File: src/rtl/load_store_unit.sv
// Single-port load/store unit between the core execute stage and memory.
// Builds store masks/lane data, extends load lanes, flags misalignment and read timeouts.
module load_store_unit #(
    parameter int unsigned TIMEOUT_CYCLES = 16
) (
    input  logic        clk,
    input  logic        reset,
    input  logic        req_valid,
    output logic        req_ready,
    input  logic        req_store,
    input  logic [1:0]  req_size,
    input  logic        req_unsigned,
    input  logic [31:0] req_addr,
    input  logic [31:0] req_wdata,
    output logic        resp_valid,
    input  logic        resp_ready,
    output logic [31:0] resp_data,
    output logic        resp_misaligned,
    output logic        resp_bus_error,
    output logic [31:0] mem_addr,
    output logic [3:0]  mem_mask,
    output logic        mem_enable,
    output logic        mem_cmd,
    output logic [31:0] mem_write_data,
    input  logic [31:0] mem_load_data,
    input  logic        mem_valid
);

    localparam logic MEM_CMD_READ  = 1'b0;
    localparam logic MEM_CMD_WRITE = 1'b1;
    localparam int unsigned CW = $clog2(TIMEOUT_CYCLES) + 1;

    typedef enum logic [1:0] {IDLE, ACCESS, RESP} state_t;

    state_t      state, state_next;
    logic        lat_store;
    logic [1:0]  lat_size;
    logic        lat_unsigned;
    logic [31:0] lat_addr;
    logic [31:0] lat_wdata;
    logic [CW-1:0] tmo_cnt;

    logic        req_misaligned;
    logic        tmo_done;
    logic [3:0]  lane_mask;
    logic [31:0] lane_wdata;
    logic [31:0] load_ext;

    assign req_misaligned = (req_size == 2'd3) ||
                            (req_size == 2'd1 && req_addr[0]) ||
                            (req_size == 2'd2 && req_addr[1:0] != 2'b00);
    assign tmo_done  = (tmo_cnt == CW'(TIMEOUT_CYCLES - 1));
    assign req_ready = (state == IDLE);

    always_ff @(posedge clk) begin
        if (reset) state <= IDLE;
        else       state <= state_next;
    end

    always_comb begin
        state_next = state;
        unique case (state)
            IDLE:    if (req_valid) state_next = req_misaligned ? RESP : ACCESS;
            ACCESS:  if (lat_store || mem_valid || tmo_done) state_next = RESP;
            RESP:    if (resp_ready) state_next = IDLE;
            default: state_next = IDLE;
        endcase
    end

    // Lane mask and replicated store data come only from latched fields so they
    // stay stable across the whole enable window.
    always_comb begin
        lane_mask  = 4'b1111;
        lane_wdata = lat_wdata;
        case (lat_size)
            2'd0: begin
                lane_mask  = 4'b0001 << lat_addr[1:0];
                lane_wdata = {4{lat_wdata[7:0]}};
            end
            2'd1: begin
                lane_mask  = 4'b0011 << {lat_addr[1], 1'b0};
                lane_wdata = {2{lat_wdata[15:0]}};
            end
            default: ;
        endcase
    end

    always_comb begin
        logic [7:0]  b;
        logic [15:0] h;
        b = mem_load_data[8*lat_addr[1:0] +: 8];
        h = mem_load_data[16*lat_addr[1] +: 16];
        case (lat_size)
            2'd0:    load_ext = lat_unsigned ? {24'h0, b} : {{24{b[7]}}, b};
            2'd1:    load_ext = lat_unsigned ? {16'h0, h} : {{16{h[15]}}, h};
            default: load_ext = mem_load_data;
        endcase
    end

    always_comb begin
        mem_enable     = 1'b0;
        mem_addr       = '0;
        mem_mask       = '0;
        mem_cmd        = MEM_CMD_READ;
        mem_write_data = '0;
        if (state == ACCESS) begin
            mem_enable     = 1'b1;
            mem_addr       = {lat_addr[31:2], 2'b00};
            mem_mask       = lane_mask;
            mem_cmd        = lat_store ? MEM_CMD_WRITE : MEM_CMD_READ;
            mem_write_data = lane_wdata;
        end
    end

    always_ff @(posedge clk) begin
        if (reset) begin
            lat_store       <= 1'b0;
            lat_size        <= '0;
            lat_unsigned    <= 1'b0;
            lat_addr        <= '0;
            lat_wdata       <= '0;
            tmo_cnt         <= '0;
            resp_valid      <= 1'b0;
            resp_data       <= '0;
            resp_misaligned <= 1'b0;
            resp_bus_error  <= 1'b0;
        end else begin
            resp_valid <= (state_next == RESP);
            case (state)
                IDLE: if (req_valid) begin
                    lat_store       <= req_store;
                    lat_size        <= req_size;
                    lat_unsigned    <= req_unsigned;
                    lat_addr        <= req_addr;
                    lat_wdata       <= req_wdata;
                    tmo_cnt         <= '0;
                    resp_data       <= '0;
                    resp_bus_error  <= 1'b0;
                    resp_misaligned <= req_misaligned;
                end
                ACCESS: begin
                    if (lat_store)      resp_data <= '0;
                    else if (mem_valid) resp_data <= load_ext;
                    else if (tmo_done) begin
                        resp_data      <= '0;
                        resp_bus_error <= 1'b1;
                    end else tmo_cnt <= tmo_cnt + 1'b1;
                end
                RESP: if (resp_ready) begin
                    resp_data       <= '0;
                    resp_misaligned <= 1'b0;
                    resp_bus_error  <= 1'b0;
                end
                default: ;
            endcase
        end
    end

endmodule

File: config.mk
export PLATFORM = sky130hd
export DESIGN_NAME = load_store_unit
export DESIGN_NICKNAME = d
export VERILOG_FILES = /design/src/rtl/load_store_unit.sv
export SDC_FILE = /design/constraint.sdc
export NUM_CORES = 1
export LEC_CHECK = 0
export BUFFER_PORTS_ARGS = -buffer_cell sky130_fd_sc_hd__clkbuf_2
export CAP_MARGIN = 20
export CORE_ASPECT_RATIO = 1.5
export CORE_MARGIN = 4
export CORE_UTILIZATION = 40
export CTS_CLUSTER_SIZE = 16
export DETAILED_ROUTE_END_ITERATION = 10
export GPL_TIMING_DRIVEN = 0
export PLACE_DENSITY = 0.72
export SLEW_MARGIN = 5
export SYNTH_ARGS = -nofsm -noshare
export SYNTH_HDL_FRONTEND = slang
export SYNTH_SLANG_ARGS = --single-unit
File: constraint.sdc
create_clock -name clk -period 2.7 [get_ports clk]
set_input_delay 0.27 -clock clk [delete_from_list [all_inputs] [get_ports clk]]
set_output_delay 0.27 -clock clk [all_outputs]
set_load 0.01 [all_outputs]
[After elaboration in Yosys (flattened, before gate mapping)]
Cells that the tools add are included.
Cells by class
  add/subtract/negate cells: 1
  equal/unequal tests: 15
  shift operators: 4
  muxes and demuxes: 35
  reduce and logical (&&, ||, !) cells: 17
Operators with widths (number)
  two-way mux 32 bit: 9
  case mux 32 bit (2 select lines): 2
  case mux 32 bit (3 select lines): 1
  indexed part select 32 x 6 -> 16 bit: 1
  indexed part select 32 x 6 -> 8 bit: 1
  two-way mux 5 bit: 4
  inequality test 2 bit (second input constant): 6
  case mux 5 bit (2 select lines): 1
  two-way mux 1 bit: 9
  equality test 2 bit (second input constant): 4
  two-way mux 2 bit: 4
  case mux 4 bit (2 select lines): 1
  equality test 2 x 1 -> 1 bit (second input constant): 3
  case mux 2 bit (3 select lines): 1
  AND reduction 6 bit: 1
  nonzero test 2 bit: 3
  adder 5 x 1 -> 5 bit (second input constant): 1
  equality test 5 x 4 -> 1 bit (second input constant): 1
  AND reduction 5 bit: 1
  zero test 2 bit: 2
  logical OR 1 bit: 4
  two-way mux 4 bit: 1
  inequality test 4 bit (second input constant): 1
  AND reduction 4 bit: 1
  8 further kinds: 9
Word-level totals
  flip-flop bits (word level): 110
  input bits: 105

[Depth between registers and ports, before layout]
  depth after elaboration: 8
  gate-level depth with buffers: 9
  depth with buffers taken out: 7

[Worst setup path before layout]
OpenSTA, ideal clock, no wires.
  kind: flip-flop to flip-flop
  start point: register tmo_cnt[0]
  end point: register resp_data[7]
  setup time: 60 ps
  arrival time: 1816 ps
  required time: 2640 ps
  setup slack: 824 ps
  stages on the path, launching flop included: 9
  clock period less this slack: 1876 ps
  cell sequence: dfxtp_1 > ha_1 > and3_1 > ha_1 > nor3_2 > nand2_1 > a21oi_1 > buf_2 > a221o_1
Between the ends
  longest elaborated chain between the ends: 3
Ends and longest elaborated chain
  start: declaration: line 41  | logic [CW-1:0] tmo_cnt;
  start signal: assignment: line 147  | end else tmo_cnt <= tmo_cnt + 1'b1;
  equality test 5 x 4 -> 1 bit: line 52  | assign tmo_done = (tmo_cnt == CW'(TIMEOUT_CYCLES - 1));
  inequality test 4 bit (no line)
  AND reduction 4 bit (no line)
  end signal: assignment: line 143  | else if (mem_valid) resp_data <= load_ext;
  end: declaration: line 17  | output logic [31:0] resp_data,
Every way passes these cells.
A chain may end at the register's enable or synchronous reset.

[Worst setup path in the final report]
  start point: register lat_size[0]
  end point: output port mem_write_data[27]
Between the ends
  longest elaborated chain between the ends: 3
Ends and longest elaborated chain
  start: declaration: line 37  | logic [1:0] lat_size;
  start signal: assignment: line 132  | lat_size <= req_size;
  equality test 2 x 1 -> 1 bit / zero test 2 bit (equally long branches): line 75  | case (lat_size)
  case mux 32 bit (2 select lines) (*): line 75
  two-way mux 32 bit (*): line 106  | if (state == ACCESS) begin
  end: declaration: line 24  | output logic [31:0] mem_write_data,
Mark *: on every way between the ends. The rest lies on a longest branch, timed or not.

==> flow_metrics.env <==
export IMPL_pre_cts_ws_ps=324
export IMPL_hp_class="input pin to flop"
export IMPL_critPathMostFrequentCell="nor2_1"
export IMPL_clk_latency_ps=350
export IMPL_die_area_sq_um=15100
export IMPL_grt_usage=0.226
export IMPL_fin_ws_ps=194
export IMPL_max_clock_path_buffers=2
export IMPL_drv_cap=0
export IMPL_p_sw_w=0.00111
export IMPL_final_max_slew_violation_count=0
export IMPL_clockPowerShare=0.363
export IMPL_grt_max_degree=19
export IMPL_detail_route_iter0_violations=193
export IMPL_r2r_start="tmo_cnt[0]"
export IMPL_cp_max_fo=10
export IMPL_viasPerCell=5.26
export IMPL_cts_sinks=110
export IMPL_fill_cells=1336
export IMPL_post_cts_buffers=0
export IMPL_die_h_um=149
export IMPL_wl_per_cell_um=16.4
export IMPL_cts_made_buffers=9
export IMPL_gp_congestion=0.889
export IMPL_hold_end="lat_wdata[31]"
export IMPL_power_frac_comb=0.179
export IMPL_grt_pass1_vias=5289
export IMPL_hpwl_mm=13.5
export IMPL_first_pass_iters=5
export IMPL_max_freq_mhz=399
export IMPL_antenna_found_initial=0
export IMPL_num_rows=51
export IMPL_htree_levels=3
export IMPL_ioPinCount=211
export IMPL_synth_seq_cells=110
export IMPL_io_buffer_count=207
export IMPL_yosysUniqueCellTypes=48
export IMPL_area_growth_pct=29.5
export IMPL_grt_overflow_total=0
export IMPL_core_area_sq_um=13000
export IMPL_status="complete, no violations"
export IMPL_start_util=0.408
export IMPL_root_buffer="clkbuf_16"
export IMPL_yosys_warnings=0
export IMPL_arrival_ps=2240
export IMPL_hold_path_cell_count=3
export IMPL_worstHoldStart="req_wdata[31]"
export IMPL_p_leak_nw=3.02
export IMPL_fin_crit_sh=0.928
export IMPL_cp_slowest_cell="buf_1"
export IMPL_dp_cells=1031
export IMPL_cts_resized=0
export IMPL_nNetsFinal=990
export IMPL_rrSetupSlack_ps=290
export IMPL_cts_tree="yes"
export IMPL_hold_viol_final=0
export IMPL_critPathCaptureType="output port"
export IMPL_drive_gt1_frac=0.285
export IMPL_worst_slew_pin_slew_ps=790
export IMPL_clock_skew_ps=4.93
export IMPL_crit_required_ps=2430
export IMPL_period_needed_ps=2510
export IMPL_routed_wl_mm=17.2
export IMPL_slew_headroom=0.473
export IMPL_grt_pass1_wl_mm=26.6
export IMPL_synth_seq_area_share=0.417
export IMPL_cpPeakStageDelay_ps=560
export IMPL_setup_violations=0
export IMPL_crit_chain="clkbuf_1 -> buf_1 -> mux2i_1 -> nor2_1 -> a21oi_1 -> nor2_1 -> clkbuf_2"
export IMPL_reg2reg_depth=8
export IMPL_avgSynthCellArea_sq_um=7.95
export IMPL_worstSetupStartpointType="flop"
export IMPL_syn_area_sq_um=5280
export IMPL_power_density_nw_per_um2=565
export IMPL_tns_ps=0
export IMPL_synth_cells=664
export IMPL_rsz0062_at_grt="false"
export IMPL_swShare=0.287
export IMPL_ctsHoldBuffers=0
export IMPL_ant_nets=0
export IMPL_drc=0
export IMPL_worstReg2RegEnd="resp_data[28]"
export IMPL_die_x_um=102
export IMPL_ir_worst_vdd_mv=0.290
export IMPL_critPathKind="flop to output port"
export IMPL_via_count=5512
export IMPL_antenna_cells=0
export IMPL_intPower_w=0.00275
export IMPL_path_clk_slew_ps=70
export IMPL_seqPwrFrac=0.458
export IMPL_instances_no_fill=1047
-- per-stage QoR --
stage	cell area (sq um)	util	total power [W]	hold slack [ps]
2_1_floorplan	5280	-	0.00223	406
3_3_place_gp	6520	0.503	0.00249	437
3_5_place_dp	6520	0.503	0.00250	442
4_1_cts	6830	0.528	0.00390	119
5_1_grt	6830	0.528	0.00406	122
6_report	6830	0.528	0.00386	135
-- per-layer routing --
metal  part of all wire  up-vias  global-route usage
met2               0.52      193               0.401
li1                   -     2743                   -
met1               0.38     2538               0.250
met4              0.032        0              0.0912
met3              0.072       38              0.0619
met5                  0        -                   0
-- synth_stat cells (all sizes together) --
cell,n,share of area
a2111oi,1,0.0017
a211oi,8,0.011
a21o,8,0.011
a21oi,98,0.093
a221o,24,0.046
a221oi,9,0.015
a22oi,1,0.0014
a31oi,9,0.011
a32o,2,0.0038
and2,42,0.050
and3,3,0.0045
buf,22,0.026
clkbuf,39,0.028
conb,1,0.00071
dfxtp,110,0.42
ha,2,0.0047
inv,6,0.0043
mux2,2,0.0043
mux2i,19,0.036
mux4,1,0.0043
nand2,162,0.12
nand2b,2,0.0038
nand3,4,0.0038
nand3b,2,0.0028
nor2,36,0.026
nor2b,9,0.011
nor3,5,0.0057
nor3b,2,0.0038
nor4,2,0.0052
nor4b,7,0.012
o211ai,1,0.0014
o21a,1,0.0014
o21ai,4,0.0038
o21bai,1,0.0014
o22ai,1,0.0012
o2bb2ai,14,0.023
or2,2,0.0024
xor2,2,0.0033
-- power groups by stage --
stage	registers, W	clock network (W)	logic (W)
after global placement	0.00180	0	0.000685
after global routing	0.00178	0.00150	0.000770
final	0.00177	0.00140	0.000692
after detailed placement	0.00181	0	0.000691
after floorplan	0.00180	0	0.000429
after CTS	0.00177	0.00144	0.000694
-- critical path: cells and delay by family (launching register included) --
family                 cells  cell delay, ps
AOI/OAI and AO/OA          1             210
DFF                        1             310
buffers and inverters      3             970
muxes                      1             270
and+or+nand+nor            2             120
-- layout make-up --
class / instances / area, sq um / area share
repair buffers: 207 / 1040 / 0.152
clock inverters: 5 / 63.8 / 0.00934
well taps: 159 / 199 / 0.0291
flip-flops and latches: 110 / 2200 / 0.322
multi-input cells: 488 / 2770 / 0.406
inverters: 6 / 22.5 / 0.00330
plain buffers: 61 / 284 / 0.0416
clock buffers: 11 / 253 / 0.0370
-- flip-flops by register name (all words and copies together), names as in the netlist --
| name | flops |
|---|---|
| lat_store | 1 |
| lat_wdata | 32 |
| resp_misaligned | 1 |
| resp_valid | 1 |
| lat_addr | 32 |
| resp_bus_error | 1 |
| resp_data | 32 |
| tmo_cnt | 5 |
| state | 2 |
| lat_size | 2 |
| lat_unsigned | 1 |
-- cells by family (layout without fill, tap and decap cells) --
logic type                 Yosys count  count (layout)  share of synthesized area
and+or+nand+nor                    278             278                      0.245
AOI/OAI and AO/OA                  182             182                      0.226
DFF                                110             110                      0.417
buffers and inverters               67             290                     0.0581
muxes                               22              22                     0.0446
adders and majority gates            2               2                    0.00474
xor gates and xnor gates             2               2                    0.00332
other                                1               2                   0.000710
-- worst max path at each step --
stage / startpoint / to / slack (ps) / cells past startpoint
after floorplan: tmo_cnt[0] / resp_data[7] / 820 / 8
after global placement: tmo_cnt[0] / resp_data[7] / 330 / 8
after detailed placement: tmo_cnt[0] / resp_data[23] / 320 / 8
after CTS: lat_size[0] / mem_write_data[26] / 180 / 7
after global routing: lat_size[0] / mem_write_data[27] / 40 / 7
final: lat_size[0] / mem_write_data[27] / 190 / 7
-- cells in the final DEF, fill, tap and decap left out, types with 3 or more instances in the layout --
master,netlist,routed
nor4b_1,7,7
nand2_1,162,162
o21ai_0,4,4
a211oi_1,8,8
nor2b_1,9,9
buf_6,4,4
buf_4,3,3
a221oi_1,9,9
a21o_1,8,8
a221o_1,24,24
a31oi_1,9,9
clkbuf_1,39,39
dfxtp_1,110,110
o2bb2ai_1,14,14
buf_1,4,4
clkbuf_16,0,9
clkbuf_2,0,207
inv_1,5,5
nand3_1,4,4
a21oi_1,98,98
nor3_1,4,4
nor2_1,36,36
buf_2,11,11
and2_1,41,41
mux2i_1,19,19
Power figures use the tool's default switching activity.
